$ cat src/rtl/if_prefetch_if.sv
// ---------------------------------------------------------------------------
// if_prefetch_if : fetch-request, fetch-response and decode-side handshakes
// Revision 1.0
// ---------------------------------------------------------------------------
`default_nettype none

interface if_prefetch_if;
  logic        mem_req_valid;
  logic [31:0] mem_req_addr;
  logic        mem_req_ready;
  logic        mem_rsp_valid;
  logic [31:0] mem_rsp_data;
  logic        out_valid;
  logic [31:0] out_pc;
  logic [31:0] out_inst;
  logic        out_ready;

  modport master (
    output mem_req_valid,
    output mem_req_addr,
    input  mem_req_ready,
    input  mem_rsp_valid,
    input  mem_rsp_data,
    output out_valid,
    output out_pc,
    output out_inst,
    input  out_ready
  );

  modport slave (
    input  mem_req_valid,
    input  mem_req_addr,
    output mem_req_ready,
    output mem_rsp_valid,
    output mem_rsp_data,
    input  out_valid,
    input  out_pc,
    input  out_inst,
    output out_ready
  );
endinterface

`default_nettype wire

$ cat src/rtl/if_prefetch.sv
// ---------------------------------------------------------------------------
// if_prefetch : in-order instruction prefetch queue with redirect and
//               stale-response dropping
// Revision 1.0
// ---------------------------------------------------------------------------
`default_nettype none

module if_prefetch #(
  parameter int unsigned DEPTH    = 4,
  parameter logic [31:0] RST_ADDR = 32'h0000_0000,
  parameter logic [31:0] INT_ADDR = 32'h0000_0010
) (
  input  wire           clk,
  input  wire           rst_flag,
  input  wire           int_flag,
  input  wire           redir_valid,
  input  wire [31:0]    redir_addr,
  if_prefetch_if.master bus
);

  localparam int unsigned PW        = $clog2(DEPTH);
  localparam int unsigned CW        = $clog2(DEPTH + 1);
  localparam logic [CW:0] DEPTH_CMP = DEPTH[CW:0];

  logic [31:0]   fetch_pc_q, fetch_pc_d;
  logic [31:0]   head_pc_q,  head_pc_d;
  logic [CW-1:0] cnt_q,      cnt_d;
  logic [CW-1:0] outst_q,    outst_d;
  logic [CW-1:0] drop_q,     drop_d;
  logic [PW-1:0] wr_ptr_q,   wr_ptr_d;
  logic [PW-1:0] rd_ptr_q,   rd_ptr_d;
  logic [31:0]   queue_q [DEPTH];
  logic [31:0]   queue_d [DEPTH];

  logic          redirect;
  logic [31:0]   target;
  logic [CW:0]   occupancy;
  logic          req_ok;
  logic          req_fire;
  logic          rsp_fire;
  logic          deq_fire;
  logic          enq;

  // Interrupt (active-low) outranks a branch redirect.
  assign redirect  = ~int_flag | redir_valid;
  assign target    = ~int_flag ? {INT_ADDR[31:2], 2'b00} : {redir_addr[31:2], 2'b00};

  // In-flight fetches (stale ones included) reserve a queue slot, so the
  // queue can never overflow.
  assign occupancy = {1'b0, cnt_q} + {1'b0, outst_q};
  assign req_ok    = rst_flag & ~redirect & (occupancy < DEPTH_CMP);
  assign req_fire  = req_ok & bus.mem_req_ready;
  assign rsp_fire  = bus.mem_rsp_valid;
  assign deq_fire  = (cnt_q != '0) & bus.out_ready;
  assign enq       = rsp_fire & (drop_q == '0);

  assign bus.mem_req_valid = req_ok;
  assign bus.mem_req_addr  = fetch_pc_q;
  assign bus.out_valid     = (cnt_q != '0);
  assign bus.out_pc        = head_pc_q;
  assign bus.out_inst      = queue_q[rd_ptr_q];

  always_comb begin
    fetch_pc_d = fetch_pc_q;
    head_pc_d  = head_pc_q;
    cnt_d      = cnt_q;
    outst_d    = outst_q;
    drop_d     = drop_q;
    wr_ptr_d   = wr_ptr_q;
    rd_ptr_d   = rd_ptr_q;
    queue_d    = queue_q;

    case ({req_fire, rsp_fire})
      2'b10:   outst_d = outst_q + CW'(1);
      2'b01:   outst_d = outst_q - CW'(1);
      default: outst_d = outst_q;
    endcase

    if (rsp_fire && (drop_q != '0)) begin
      drop_d = drop_q - CW'(1);
    end

    if (enq) begin
      queue_d[wr_ptr_q] = bus.mem_rsp_data;
      wr_ptr_d          = wr_ptr_q + PW'(1);
    end

    if (req_fire) begin
      fetch_pc_d = fetch_pc_q + 32'd4;
    end

    if (deq_fire) begin
      rd_ptr_d  = rd_ptr_q + PW'(1);
      head_pc_d = head_pc_q + 32'd4;
    end

    case ({enq, deq_fire})
      2'b10:   cnt_d = cnt_q + CW'(1);
      2'b01:   cnt_d = cnt_q - CW'(1);
      default: cnt_d = cnt_q;
    endcase

    // Every fetch still in flight after this edge becomes stale; stale
    // fetches are already part of outst, so drop tracks outst exactly.
    if (redirect) begin
      fetch_pc_d = target;
      head_pc_d  = target;
      cnt_d      = '0;
      wr_ptr_d   = '0;
      rd_ptr_d   = '0;
      drop_d     = outst_q - CW'(rsp_fire);
    end
  end

  always_ff @(posedge clk or negedge rst_flag) begin
    if (!rst_flag) begin
      fetch_pc_q <= RST_ADDR;
      head_pc_q  <= RST_ADDR;
      cnt_q      <= '0;
      outst_q    <= '0;
      drop_q     <= '0;
      wr_ptr_q   <= '0;
      rd_ptr_q   <= '0;
      queue_q    <= '{default: '0};
    end else begin
      fetch_pc_q <= fetch_pc_d;
      head_pc_q  <= head_pc_d;
      cnt_q      <= cnt_d;
      outst_q    <= outst_d;
      drop_q     <= drop_d;
      wr_ptr_q   <= wr_ptr_d;
      rd_ptr_q   <= rd_ptr_d;
      queue_q    <= queue_d;
    end
  end

endmodule

`default_nettype wire
$ cat src/flat_wrapper.sv
// flat-port wrapper written by rule: the top's interface ports become plain ports
module if_prefetch_flat 
#(
  parameter int unsigned DEPTH    = 4,
  parameter logic [31:0] RST_ADDR = 32'h0000_0000,
  parameter logic [31:0] INT_ADDR = 32'h0000_0010
)
  (clk, rst_flag, int_flag, redir_valid, redir_addr, bus_mem_req_valid, bus_mem_req_addr, bus_mem_req_ready, bus_mem_rsp_valid, bus_mem_rsp_data, bus_out_valid, bus_out_pc, bus_out_inst, bus_out_ready);
  if_prefetch_if bus_i ();
  input  wire clk;
  input  wire rst_flag;
  input  wire int_flag;
  input  wire redir_valid;
  input  wire [31:0] redir_addr;
  output wire logic [$bits(bus_i.mem_req_valid)-1:0] bus_mem_req_valid;
  output wire logic [$bits(bus_i.mem_req_addr)-1:0] bus_mem_req_addr;
  input wire logic [$bits(bus_i.mem_req_ready)-1:0] bus_mem_req_ready;
  input wire logic [$bits(bus_i.mem_rsp_valid)-1:0] bus_mem_rsp_valid;
  input wire logic [$bits(bus_i.mem_rsp_data)-1:0] bus_mem_rsp_data;
  output wire logic [$bits(bus_i.out_valid)-1:0] bus_out_valid;
  output wire logic [$bits(bus_i.out_pc)-1:0] bus_out_pc;
  output wire logic [$bits(bus_i.out_inst)-1:0] bus_out_inst;
  input wire logic [$bits(bus_i.out_ready)-1:0] bus_out_ready;
  assign bus_mem_req_valid = bus_i.mem_req_valid;
  assign bus_mem_req_addr = bus_i.mem_req_addr;
  assign bus_i.mem_req_ready = bus_mem_req_ready;
  assign bus_i.mem_rsp_valid = bus_mem_rsp_valid;
  assign bus_i.mem_rsp_data = bus_mem_rsp_data;
  assign bus_out_valid = bus_i.out_valid;
  assign bus_out_pc = bus_i.out_pc;
  assign bus_out_inst = bus_i.out_inst;
  assign bus_i.out_ready = bus_out_ready;
  if_prefetch #(.DEPTH(DEPTH), .RST_ADDR(RST_ADDR), .INT_ADDR(INT_ADDR)) u_core (.clk(clk), .rst_flag(rst_flag), .int_flag(int_flag), .redir_valid(redir_valid), .redir_addr(redir_addr), .bus(bus_i));
endmodule
$ cat config.mk
export PLATFORM = sky130hd
export DESIGN_NAME = if_prefetch_flat
export DESIGN_NICKNAME = d
export VERILOG_FILES = /design/src/rtl/if_prefetch_if.sv /design/src/rtl/if_prefetch.sv /design/src/flat_wrapper.sv
export SDC_FILE = /design/constraint.sdc
export NUM_CORES = 1
export LEC_CHECK = 0
export ABC_AREA = 1
export CAP_MARGIN = 20
export CORE_ASPECT_RATIO = 1.25
export CORE_MARGIN = 2
export CORE_UTILIZATION = 56
export CTS_BUF_LIST = sky130_fd_sc_hd__clkbuf_8
export DETAILED_ROUTE_END_ITERATION = 10
export HOLD_SLACK_MARGIN = 0.12
export PLACE_DENSITY = 0.9
export SLEW_MARGIN = 20
export SYNTH_ARGS = -nofsm -noshare
export SYNTH_HDL_FRONTEND = slang
export SYNTH_SLANG_ARGS = --single-unit
$ cat constraint.sdc
create_clock -name clk -period 2.7 [get_ports clk]
set_clock_uncertainty 0.1 [all_clocks]
set_input_delay 0.54 -clock clk [delete_from_list [all_inputs] [get_ports clk]]
set_output_delay 0.54 -clock clk [all_outputs]
set_load 0.005 [all_outputs]
# Word level (Yosys, flattened, before mapping)

Index checks and enable logic that the tools add are counted.
Widths: inputs -> output; s select.

Register bits after elaboration: 205
Output and inout port bits: 98

Add/subtract/negate cells: 11
$lt $le $gt $ge: 4
Equal/unequal tests: 4
Multiplexer cells: 20
Bitwise logic cells: 10
Reductions and logical operators: 11

Operators by type and width:

| cell                  | count |
|---|---|
| $mux 32               | 8 |
| $bwmux 128            | 1 |
| $add 32x3->32 const B | 2 |
| $bmux 32 s2           | 1 |
| $demux 32 s2          | 1 |
| $pmux 3 s2            | 2 |
| $reduce_bool 2->1     | 5 |
| $mux 3                | 3 |
| $reduce_bool 3->1     | 3 |
| $sub 3x1->3 const B   | 3 |
| $mux 2                | 4 |
| $add 3x1->3 const B   | 2 |
| $ge 3x3->1 const B    | 2 |
| $not 2->3             | 2 |
| $and 1x1->1           | 5 |
| $add 2x1->2 const B   | 2 |
| $add 3x3->4           | 1 |
| $eq 2x1->1 const B    | 2 |
| $eq 2x2->1 const B    | 2 |
| $lt 4x3->1 const B    | 1 |
| $logic_not 3->1       | 1 |
| $lt 3x1->1 const B    | 1 |
| $sub 3x1->3           | 1 |
| $logic_and 1x1->1     | 2 |
| 2 further kinds       | 3 |

# Logic depth before layout (Yosys ltp)

Gate-level depths: netlist of run 1.

Word-level depth: 8
Depth in mapped cells: 13

# Worst setup path before layout of run 1

OpenSTA, ideal clock, no wires.

Kind: reg-to-reg
From: register u_core.cnt_q[1]
To: register u_core.outst_q[2]
Setup time: 124 ps
Data arrival time: 1,882 ps
Slack: 594 ps
Stages on the path, launching flop included: 12
Period minus slack after synthesis: 2,106 ps
Cells stage by stage: dfrtp_1 ha_1 nand3_1 nand2_1 nor2_4 nand2_4 ha_1 inv_1 fa_1 a21oi_1 o21ai_0 xnor2_1

Word-level cells in the longest chain between the ends: 6

RTL lines:

| item                                                   | line               | RTL |
|---|---|---|
| from (decl)                                            | if_prefetch.sv:27  | `logic [CW-1:0] cnt_q, cnt_d;` |
| from (signal assigned)                                 | if_prefetch.sv:128 | `cnt_q <= cnt_d;` |
| $add 3x3->4 (*)                                        | if_prefetch.sv:50  | `assign occupancy = {1'b0, cnt_q} + {1'b0, outst_q};` |
| $lt 4x3->1 (*)                                         | if_prefetch.sv:51  | `assign req_ok = rst_flag & ~redirect & (occupancy < DEPTH_CMP);` |
| $and 1x1->1 (*)                                        | if_prefetch.sv:51  |  |
| net bus_mem_req_valid                                  | flat_wrapper.sv:15 | `output wire logic [$bits(bus_i.mem_req_valid)-1:0] bus_mem_req_valid;` |
| $and 1x1->1 (*)                                        | if_prefetch.sv:52  | `assign req_fire = req_ok & bus.mem_req_ready;` |
| $eq 2x1->1 / $eq 2x2->1 (equally long branches)        | if_prefetch.sv:73  | `case ({req_fire, rsp_fire})` |
| $pmux 3 s2 / $reduce_bool 2->1 (equally long branches) | -                  |  |
| to (signal assigned)                                   | if_prefetch.sv:129 | `outst_q <= outst_d;` |
| to (decl)                                              | if_prefetch.sv:28  | `logic [CW-1:0] outst_q, outst_d;` |

The timed path passes the listed nets; every way through them passes the cells marked *.
A chain may end at the register's enable or synchronous reset.

# Worst setup path in the final report of run 1

From: register u_core.rd_ptr_q[1]
To: output port bus_out_inst[23]

Word-level cells in the longest chain between the ends: 4

RTL lines:

| item                                       | line               | RTL |
|---|---|---|
| from (decl)                                | if_prefetch.sv:31  | `logic [PW-1:0] rd_ptr_q, rd_ptr_d;` |
| from (signal assigned)                     | if_prefetch.sv:132 | `rd_ptr_q <= rd_ptr_d;` |
| $not 2->3 (not written as such)            | if_prefetch.sv:61  | `assign bus.out_inst = queue_q[rd_ptr_q];` |
| $bmux 32 s2                                | if_prefetch.sv:61  |  |
| $mux 32 (not written as such) (2 in a row) | if_prefetch.sv:61  |  |
| to (decl)                                  | flat_wrapper.sv:22 | `output wire logic [$bits(bus_i.out_inst)-1:0] bus_out_inst;` |

No other way between the ends. The select of a mux whose other input is x is not followed.

==> metrics.cfg, run 1 <==
[finish]
n_antenna_cell = 0
utilization_pct = 71.9
fin_area_um2 = 13400
seqCellArea_um2 = 5030
nets = 1716
fill_cells = 1422
final_common_cell = nand2_1
multi_input_area_um2 = 4820
area_growth_pct = 26.3
drive_gt1_share_pct = 6.78
mostFrequentLayoutCells = 364 x nand2_1, 230 x nor2_1, 227 x o21ai_0

[critical_path]
endpoint_kind = output port
cp_max_fo = 32
cp-start-kind = register
crit_arrival_ps = 2030
criticalPathCategory = register to output port
critPathRequiredTime_ps = 2060

[power_and_ir_drop]
leakage_nw = 6.49
vdd_ir_drop_max_mv = 0.477
power.density_nw_per_um2 = 645

[placement]
place_ws_ps = 109
dpl_cell_area_um2 = 12600
gp_congestion = 0.972
port_buffers = 162
dpl.hpwl_mm = 20.4

[logic_synthesis]
yosysWarningCount = 0
synth_xor_area_share_pct = 0.576
synth.avg_cell_area_um2 = 7.32
synthAdderAreaFrac_pct = 1.90
netlist-cell-type-count = 38
synth_top_area_share_pct = 47.3
synth_flop_cell = dfrtp_1
synth_edf_count = 0
synth_top_family_by_area = simple AND/OR/NAND/NOR gates
synthMuxAreaShare_pct = 0
ys_ff_latch = 201
synth_compound_area_share_pct = 16.3
async_flop_share_pct = 100
synth_area_um2 = 10600
synth-simple-area-share_pct = 26.3
yosysTopAreaCell = dfrtp_1
ys_top_cells_by_area = dfrtp_1 47%, nand2_1 13%, o21ai_0 11%, nor2_1 8.1%, inv_1 4.7%
synth_seq_area_share_pct = 47.3
postSynthCellCount = 1454

[floorplan]
die_h_um = 158
core-area_um2 = 18700
dieArea_um2 = 20100
ios = 169
initial_core_util_pct = 56.9
rows = 56
dieWidth_um = 127

[timing]
max_slew_margin_pct = 41.7
period_minus_slack_ps = 2670
setup_ws_ps = 29.7
setup_viol = 0
final-hold-violation-count = 0
worstMarginPinSlew_ps = 875
fin_crit_sh_pct = 98.9
fmax_ghz = 0.374
rsz0062_at_grt = yes
maxSlewViolCount = 0

[clock_tree]
clk_path_buf_depth = 3
htree_num_levels = 2
cts_root_buf = clkbuf_8
cts_buffers = 34
cts_sinks = 201
cts_tree = built
clk_latency_ps = 510
cts.clk_slew.worst_paths_ps = 60

[routing]
postRouteAntennaNets = 0
wl_per_cell_um = 16.8
drtPass1Iterations = 6
wirelength_mm = 31.6
vias = 10800
drc = 0
initialDrtViolationCount = 981
viasPerCell = 5.74

[global_routing]
first_global_vias = 10400
overflow = 0
grt_pass1_wl_mm = 49.8
grt_max_degree = 120
antenna_found_initial = 0
grtUsageTotal_pct = 30.8

[outcome]
status = finished, final reports clean

[hold_path]
hold_path_class = register to register

[flow_run]
max_cap_viol_count = 0

cell families after synthesis:
group / after synthesis
adder cells (fa/ha/maj): 15
other: 1
buffers and inverters: 204
AND/OR/NAND/NOR: 699
XOR/XNOR: 7
AO/OA/AOI/OAI: 327
flip-flops: 201
report_power, final:
group          leakage, nW  switching (W)  internal, W
Combinational         3.43        0.00110      0.00106
Sequential            2.68       0.000366      0.00347
Clock                0.386        0.00123      0.00143
Total                 6.49        0.00270      0.00597
flip-flops by register name, summed over array words and instances, names as in the netlist:
signal                   flops
u_core.rd_ptr_q              2
u_core.outst_q               3
u_core.drop_q                3
u_core.queue_q             128
u_core.bus.mem_req_addr     30
u_core.wr_ptr_q              2
u_core.cnt_q                 3
u_core.bus.out_pc           30
what timing repair did:
item | 4_1_cts | 5_1_grt
endpoints found under the hold margin | 17 | 0
setup buffers | 7 | 0
setup endpoints to repair | 33 | 9
hold buffers | 1 | 0
pin swaps | 7 | 2
resized for setup | 32 | 11
gates cloned | 2 | 1
final timing paths:
check	slack (ps)	endpoint	depth (start not counted)	from
min in group asynchronous	490	u_core.queue_q[124]$_DFFE_PN0P_	3	rst_flag
hold reg to reg	380	u_core.queue_q[79]$_DFFE_PN0P_	2	u_core.queue_q[79]$_DFFE_PN0P_
hold / removal	380	u_core.queue_q[79]$_DFFE_PN0P_	2	u_core.queue_q[79]$_DFFE_PN0P_
max in group asynchronous	850	u_core.bus.mem_req_addr[29]$_DFFE_PN0P_	4	rst_flag
setup / recovery	30	bus_out_inst[23]	4	u_core.rd_ptr_q[1]$_DFFE_PN0P_
setup reg to reg	500	u_core.outst_q[2]$_DFFE_PN0P_	11	u_core.cnt_q[1]$_DFFE_PN0P_
through the flow:
| stage | hold WS [ps] | total power (W) | setup TNS [ps] | cells |
|---|---|---|---|---|
| 2_1_floorplan | 144 | 0.00488 | 0 | 1457 |
| 3_3_place_gp | 360 | 0.00595 | 0 | 1815 |
| 3_5_place_dp | 368 | 0.00605 | 0 | 1815 |
| 4_1_cts | 382 | 0.00868 | -67.3 | 1883 |
| 5_1_grt | 401 | 0.00914 | -67.8 | 1884 |
| 6_report | 379 | 0.00867 | 0 | 1884 |
routing by layer:
metal | up-vias | track usage [%] | part of all wire, %
met5 | - | 0 | 0
met4 | 0 | 17.2 | 4.6
met3 | 111 | 4.93 | 8.1
met2 | 605 | 53.4 | 50
met1 | 5046 | 36.6 | 37
li1 | 5046 | - | -
cell usage after synthesis (2+ instances only):
library cell    n
nand2_1       368
nor2_1        231
o21ai_0       228
dfrtp_1       201
inv_1         133
nand3_1        77
clkbuf_1       44
a21oi_1        38
o22ai_1        37
buf_2          15
ha_1           13
o211ai_1        8
buf_4           6
and2_1          5
a31oi_1         4
inv_2           4
nor3_1          4
xnor2_1         4
nor2_2          3
o31ai_1         3
or2_2           3
xor2_1          3
a32oi_1         2
fa_1            2
nand2_2         2
nand2_4         2
nor2_4          2
o21ai_1         2
final cells by class:
| cell class | instances | share of cell area, % |
|---|---|---|
| clock buffers | 43 | 4.40 |
| clock inverters | 15 | 0.503 |
| inverters | 137 | 3.88 |
| multi-input cells | 1052 | 35.9 |
| flip-flops and latches | 201 | 37.4 |
| well taps | 232 | 2.16 |
| repair buffers | 204 | 15.8 |
critical path, cell delays in order (launching register included):
cell and delay, ps:
dfrtp_1 440, buf_12 230, o21ai_0 110, o22ai_1 190
clkdlybuf4s50_1 540
Note: power is estimated with default switching activity, not from simulation.
==> inputs of run 2 (changes only) <==
- GPL_ROUTABILITY_DRIVEN: unset -> 0
==> run 2 against run 1 <==
  * Worst hold slack worse by 1.2 ps
  * Fmax up 1.2%
  * Flip-flop and latch count unchanged
  * Wire length up 1.4%
  * Critical path depth up 2
  * First-iteration DRC count up 17%
  * Clock power down 4%
  * Utilization about the same
  * Sequential power about the same
  * Worst setup slack better by 31 ps
  * Total power down 1.4%
  * Final area about the same
  * Critical path type unchanged
  * Largest cell class unchanged
==> metrics.cfg, run 2 (synthesis gave the netlist of run 1 again) <==
[critical_path]
path_buf_inv = 4  ; +2
critPathRequiredTime_ps = 2060  ; about the same
cp-start-kind = register
endpoint_kind = output port
crit_arrival_ps = 2000  ; -30 ps
rrSetupSlack_ps = 480  ; -20 ps
criticalPathCategory = register to output port
rr_worst_depth = 11  ; unchanged
slowest_stage = dfrtp_2
timing.rr.end = u_core.outst_q[2]$_DFFE_PN0P_
cp_max_fo = 16  ; -50%
critical_path.max_stage_delay_ps = 460  ; -80 ps
r2r_start = u_core.cnt_q[1]$_DFFE_PN0P_
crit_chain = clkinv_4, buf_4, clkbuf_16, o21ai_0, o22ai_1, dlygate4sd2_1
timing.critical_path.max_delay_family = buffers and inverters

[finish]
n_antenna_cell = 0  ; unchanged
largest_register = u_core.queue_q
nets = 1713  ; -0.17%
fin_area_um2 = 13500  ; about the same
mostFrequentLayoutCells = 364 x nand2_1, 231 x nor2_1, 222 x o21ai_0
drive_gt1_share_pct = 6.50  ; -0.28 points
largest_register_ff_count = 128  ; unchanged
area_growth_pct = 26.4  ; about the same
final_common_cell = nand2_1

[clock_tree]
cts_sinks = 201  ; unchanged
htree_num_levels = 2  ; unchanged
cts_root_buf = clkbuf_8
cts_buffers = 34  ; unchanged
cts_tree = built
clk_latency_ps = 520  ; about the same
clk_path_buf_depth = 3  ; unchanged
cts.clk_slew.worst_paths_ps = 60  ; about the same

[placement]
dpl_cell_area_um2 = 12600  ; about the same
dpl.hpwl_mm = 20.4  ; -0.26%
port_buffers = 162  ; unchanged

[floorplan]
rows = 56  ; unchanged
dieArea_um2 = 20100  ; unchanged
core-area_um2 = 18700  ; unchanged
die_h_um = 158  ; unchanged
initial_core_util_pct = 56.9  ; unchanged
dieWidth_um = 127  ; unchanged
ios = 169  ; unchanged

[timing]
setup_tns_ps = 0  ; unchanged
final-hold-violation-count = 0  ; unchanged
fmax_ghz = 0.379  ; +1.2%
period_minus_slack_ps = 2640  ; -31.2 ps
worstMarginPinSlew_ps = 759  ; -116 ps
rsz0062_at_grt = no
max_slew_margin_pct = 49.4  ; +7.7 points
fin_crit_sh_pct = 97.7  ; -1.2 points
maxSlewViolCount = 0  ; unchanged
setup_viol = 0  ; unchanged

[routing]
vias = 10900  ; +0.71%
drtPass1Iterations = 6  ; unchanged
initialDrtViolationCount = 1143  ; +17%
postRouteAntennaNets = 0  ; unchanged
viasPerCell = 5.80  ; +1.1%
wl_per_cell_um = 17.1  ; +1.8%
wirelength_mm = 32.0  ; +1.4%
drc = 0  ; unchanged

[global_routing]
grt_max_degree = 65  ; -46%
overflow = 0  ; unchanged
grtUsageTotal_pct = 30.8  ; +0.034 points
first_global_vias = 10500  ; +1.3%
grt_pass1_wl_mm = 50.2  ; +0.97%
antenna_found_initial = 0  ; unchanged

[power_and_ir_drop]
p_total_w = 0.00855  ; -1.4%
switching_share_pct = 31.4  ; +0.26 points
leakage_nw = 6.50  ; +0.20%
p_comb_share_pct = 25.1  ; +0.2 points
p_switching_w = 0.00269  ; -0.54%
p_seq_share_pct = 45.0  ; +0.7 points
clock_power_share_pct = 29.9  ; -0.9 points
intPower_w = 0.00586  ; -1.7%
power.density_nw_per_um2 = 636  ; -1.4%
vdd_ir_drop_max_mv = 0.302  ; -37%

[hold_path]
min_to = u_core.queue_q[80]$_DFFE_PN0P_
hold_path_class = register to register
min-delay-start = u_core.queue_q[80]$_DFFE_PN0P_
hold_depth = 2  ; unchanged

[flow_run]
max_cap_viol_count = 0  ; unchanged

[outcome]
status = finished, final reports clean

run 2: worst max path at each step:
stage                                         end                           start  depth (start not counted)
global placement                bus_mem_req_valid                        int_flag                          6
global route                     bus_out_inst[18]  u_core.rd_ptr_q[0]$_DFFE_PN0P_                          6
CTS                               bus_out_inst[7]  u_core.rd_ptr_q[0]$_DFFE_PN0P_                          5
finish                           bus_out_inst[13]  u_core.rd_ptr_q[0]$_DFFE_PN0P_                          6
detailed placement              bus_mem_req_valid                        int_flag                          6
floorplan           u_core.outst_q[2]$_DFFE_PN0P_     u_core.cnt_q[1]$_DFFE_PN0P_                         11
run 2: worst reg2reg max path, delay by kind of cell, from the launching register on:
kind	cells	cell delay, ps
compound gates	2	270
xor+xnor	1	130
fa+ha+maj	3	810
buf+inv	1	60
flops	1	420
simple gates	4	310
run 2: per-stage QoR:
step	util (%)	std cells	hold slack (ps)	worst slack, ps
final	71.9	1877	378	60.9
after global routing	71.9	1877	405	1.48
after CTS	71.1	1870	382	-45.4
after detailed placement	67.3	1811	367	95.1
after global placement	67.3	1811	361	105
after floorplan	-	1457	144	594
run 2: final cells by class:
class	count	area (um2)
Timing Repair Buffer	201	2170
Fill cell	1415	5260
Multi-Input combinational cell	1052	4830
Sequential cell	201	5030
Clock inverter	14	66.3
Clock buffer	40	551
Inverter	137	519
Tap cell	232	290
run 2: layer usage:
| layer | routed length (um) | GRT usage [%] | up-vias | part of all wire [%] |
|---|---|---|---|---|
| li1 | - | - | 5034 | - |
| met1 | 11800 | 36.4 | 5087 | 37 |
| met2 | 15700 | 54.0 | 623 | 49 |
| met3 | 2840 | 5.00 | 141 | 8.9 |
| met4 | 1600 | 16.6 | 0 | 5.0 |
| met5 | 0 | 0 | - | 0 |
run 2: power groups by stage:
stage               combinational [W]  sequential [W]  clock, W
floorplan                     0.00109         0.00379         0
global placement              0.00212         0.00385         0
detailed placement            0.00220         0.00387         0
CTS                           0.00213         0.00382   0.00257
global route                  0.00241         0.00390   0.00271
finish                        0.00215         0.00385   0.00256
run 2: repair_timing:
item                                    in CTS  in global routing
hold buffers                                 1                  0
pin swaps                                    0                  3
setup buffers                                1                  3
gates cloned                                 3                  4
hold endpoints to repair                    44                  0
resized for setup                           30                 14
endpoints found under the setup margin      33                  8
==> patch: new RTL, flow settings as in run 1 <==
Make the reset (`rst_flag`) synchronous in one clocked block.
--- a/src/rtl/if_prefetch.sv
+++ b/src/rtl/if_prefetch.sv
@@ -114,3 +114,3 @@
 
-  always_ff @(posedge clk or negedge rst_flag) begin
+  always_ff @(posedge clk) begin
     if (!rst_flag) begin
Check against the original RTL: differs if rst_flag is asserted again (counterexample within 4 cycles, from zero or initial values and one cycle with rst_flag low); with rst_flag held inactive, the same outputs for 4 cycles.
==> patch against run 1 <==
  * Final area fell by 0.44%
  * Critical endpoint is now bus_out_inst[2]
  * Sequential share of layout area fell by 7.3 points
  * Routed wire length rose by 9.2%
  * Non-clock buffer count rose by 14
  * Sequential cell count did not move
  * Maximum frequency fell by 0.65%
  * Synthesized area barely moved
  * Worst setup slack got worse by 0.017 ns
  * Core utilization fell by 0.31 points
Power is not compared: it rests on default switching activity, and its combinational part moved more than twofold at a synthesized area within 25%.
==> patch: results (changes against run 1) <==
- Startpoint of the worst hold path: u_core.queue_q[88]$_SDFFE_PN0P_
- The total via count after detailed routing is 11900 (+10%).
* NonClk Buf Share: 0.168 (+0.0107)
- Number of DRC violations after detailed-routing iteration 0: 1447 (+48%)
- The min-delay analysis places its worst path in the category flip-flop to flip-flop.
* Routed met2 length: 16.9 mm (+7.8%)
- The non-clock buffer instance count of the final layout came to 218 (+6.9%).
* Post-detail-place hpwl: 22.6 mm (+11%)
* Routed met3 length: 3.28 mm (+27%)
- Count of multi-input combinational gates: 1206 (+15%)
- By area the synthesized netlist is led by sky130_fd_sc_hd__dfxtp_1 38%, sky130_fd_sc_hd__nand2_1 12%, sky130_fd_sc_hd__nand3_1 10%.
- CP max FO: 15 (-53%)
- Clock latency of the later-clocked register in the worst-skew pair: 0.53 ns (+0.02 ns)
- The routed metal-1 wirelength was 12.4 mm (+4.8%).
- The standard cell area after detailed placement came to 12500 µm² (-1.1%).
- The global router's overall resource usage was 0.325 (+0.0164).
* Final cell count without fillers: 2023 (+7.4%)
- Final worst hold slack: 0.359 ns (-0.0202 ns)
* Routability congestion estimate: 0.990 (+1.9%)
- Result of the run: finished clean
- Cell family with most CP delay: buffers and inverters
* Area fraction of clock buffers and clock inverters: 0.0498 (+0.000776)
- The share of layout cells above drive strength 1 was 0.0815 (+0.0137).
* Synth-to-layout area growth: 25.8%
* Commonest cells in the netlist: 351 x sky130_fd_sc_hd__nand2_1, 216 x sky130_fd_sc_hd__nand3_1, 201 x sky130_fd_sc_hd__dfxtp_1
* Number of CTS-inserted buffers: 35 (+2.9%)
- The number of instances in the synthesized netlist came to 1617 (+11%).
- The critical path starts at u_core.rd_ptr_q[0]$_SDFFE_PP0P_.
* Met1 GRT Util: 0.363 (-0.00314)
- The met3 track demand over resource in global routing was 0.0568 (+0.00743).
- In this run the critical register-to-register path is launched from u_core.drop_q[0]$_SDFFE_PN0P_.
* Routed WL: 34.5 mm (+9.2%)
- The global-route met2 utilization came to 0.575 (+0.0413).
- Number of global-route vias before repair: 11000 (+6.0%)
* Count of nets after finishing: 1856 (+8.2%)
- Storage cell area: 4030 µm² (-20%)
- The async set-or-reset flop fraction in the synthesized netlist came to 0 (-1.00).
- Number of distinct library cells after synthesis: 42 (+11%)
- The setup slack of the worst register-to-register path is 0.26 ns (-0.24 ns).
- The wire length of the first global-routing pass came to 53.1 mm (+6.8%).
* CP arrival: 2.05 ns (+0.02 ns)
- Root Driver: sky130_fd_sc_hd__clkbuf_8
- The sequential share of the synthesized area was 0.378 (-0.0943).
* Area taken by multi-input logic gates: 5730 µm² (+19%)
- Non-clk invs: 107 (-22%)
- The post-placement worst setup slack was 0.00805 ns (-0.101 ns).
-- patch: changes by cell type after synthesis, moves of 23 or more --
| cell | run 1 | this run |
|---|---|---|
| sky130_fd_sc_hd__nor2_1 | 231 | 199 |
| sky130_fd_sc_hd__nand3_1 | 77 | 216 |
| sky130_fd_sc_hd__a21oi_1 | 38 | 185 |
| sky130_fd_sc_hd__clkbuf_1 | 44 | 67 |
| sky130_fd_sc_hd__o21ai_0 | 228 | 139 |
| sky130_fd_sc_hd__dfrtp_1 | 201 | 0 |
| sky130_fd_sc_hd__dfxtp_1 | 0 | 201 |
| sky130_fd_sc_hd__inv_1 | 133 | 101 |
-- patch: power by group --
group          internal, mW  total, mW  leakage [nW]  switching, mW
Combinational         0.476       1.06          3.22          0.588
Clock                  1.44       2.72         0.381           1.28
Sequential             3.08       3.20          1.64          0.121
Total                  4.99       6.99          5.23           1.99
-- patch: logic make-up (layout without fill, tap and decap cells) --
family	after synthesis	after routing	synth area share
xor gates and xnor gates	5	5	0.00412
AOI/OAI and AO/OA	376	376	0.184
other	1	4	0.000353
adders and majority gates	16	16	0.0202
and+or+nand+nor	805	805	0.325
DFF	201	201	0.378
buffers and inverters	213	384	0.0880
-- patch: path summary, 6_finish.rpt --
path / to / cells after the start
worst min register to register: u_core.queue_q[88]$_SDFFE_PN0P_ / 2
worst min-delay path: u_core.queue_q[88]$_SDFFE_PN0P_ / 2
worst max register to register: u_core.cnt_q[2]$_SDFFE_PP0P_ / 12
worst max-delay path: bus_out_inst[2] / 5
-- patch: timing repair --
| action | 4_1_cts | 5_1_grt |
|---|---|---|
| pin swaps | 3 | 4 |
| setup endpoints to repair | 33 | 23 |
| buffers inserted | 3 | 1 |
| gates cloned | 2 | 2 |
| resized for setup | 13 | 23 |
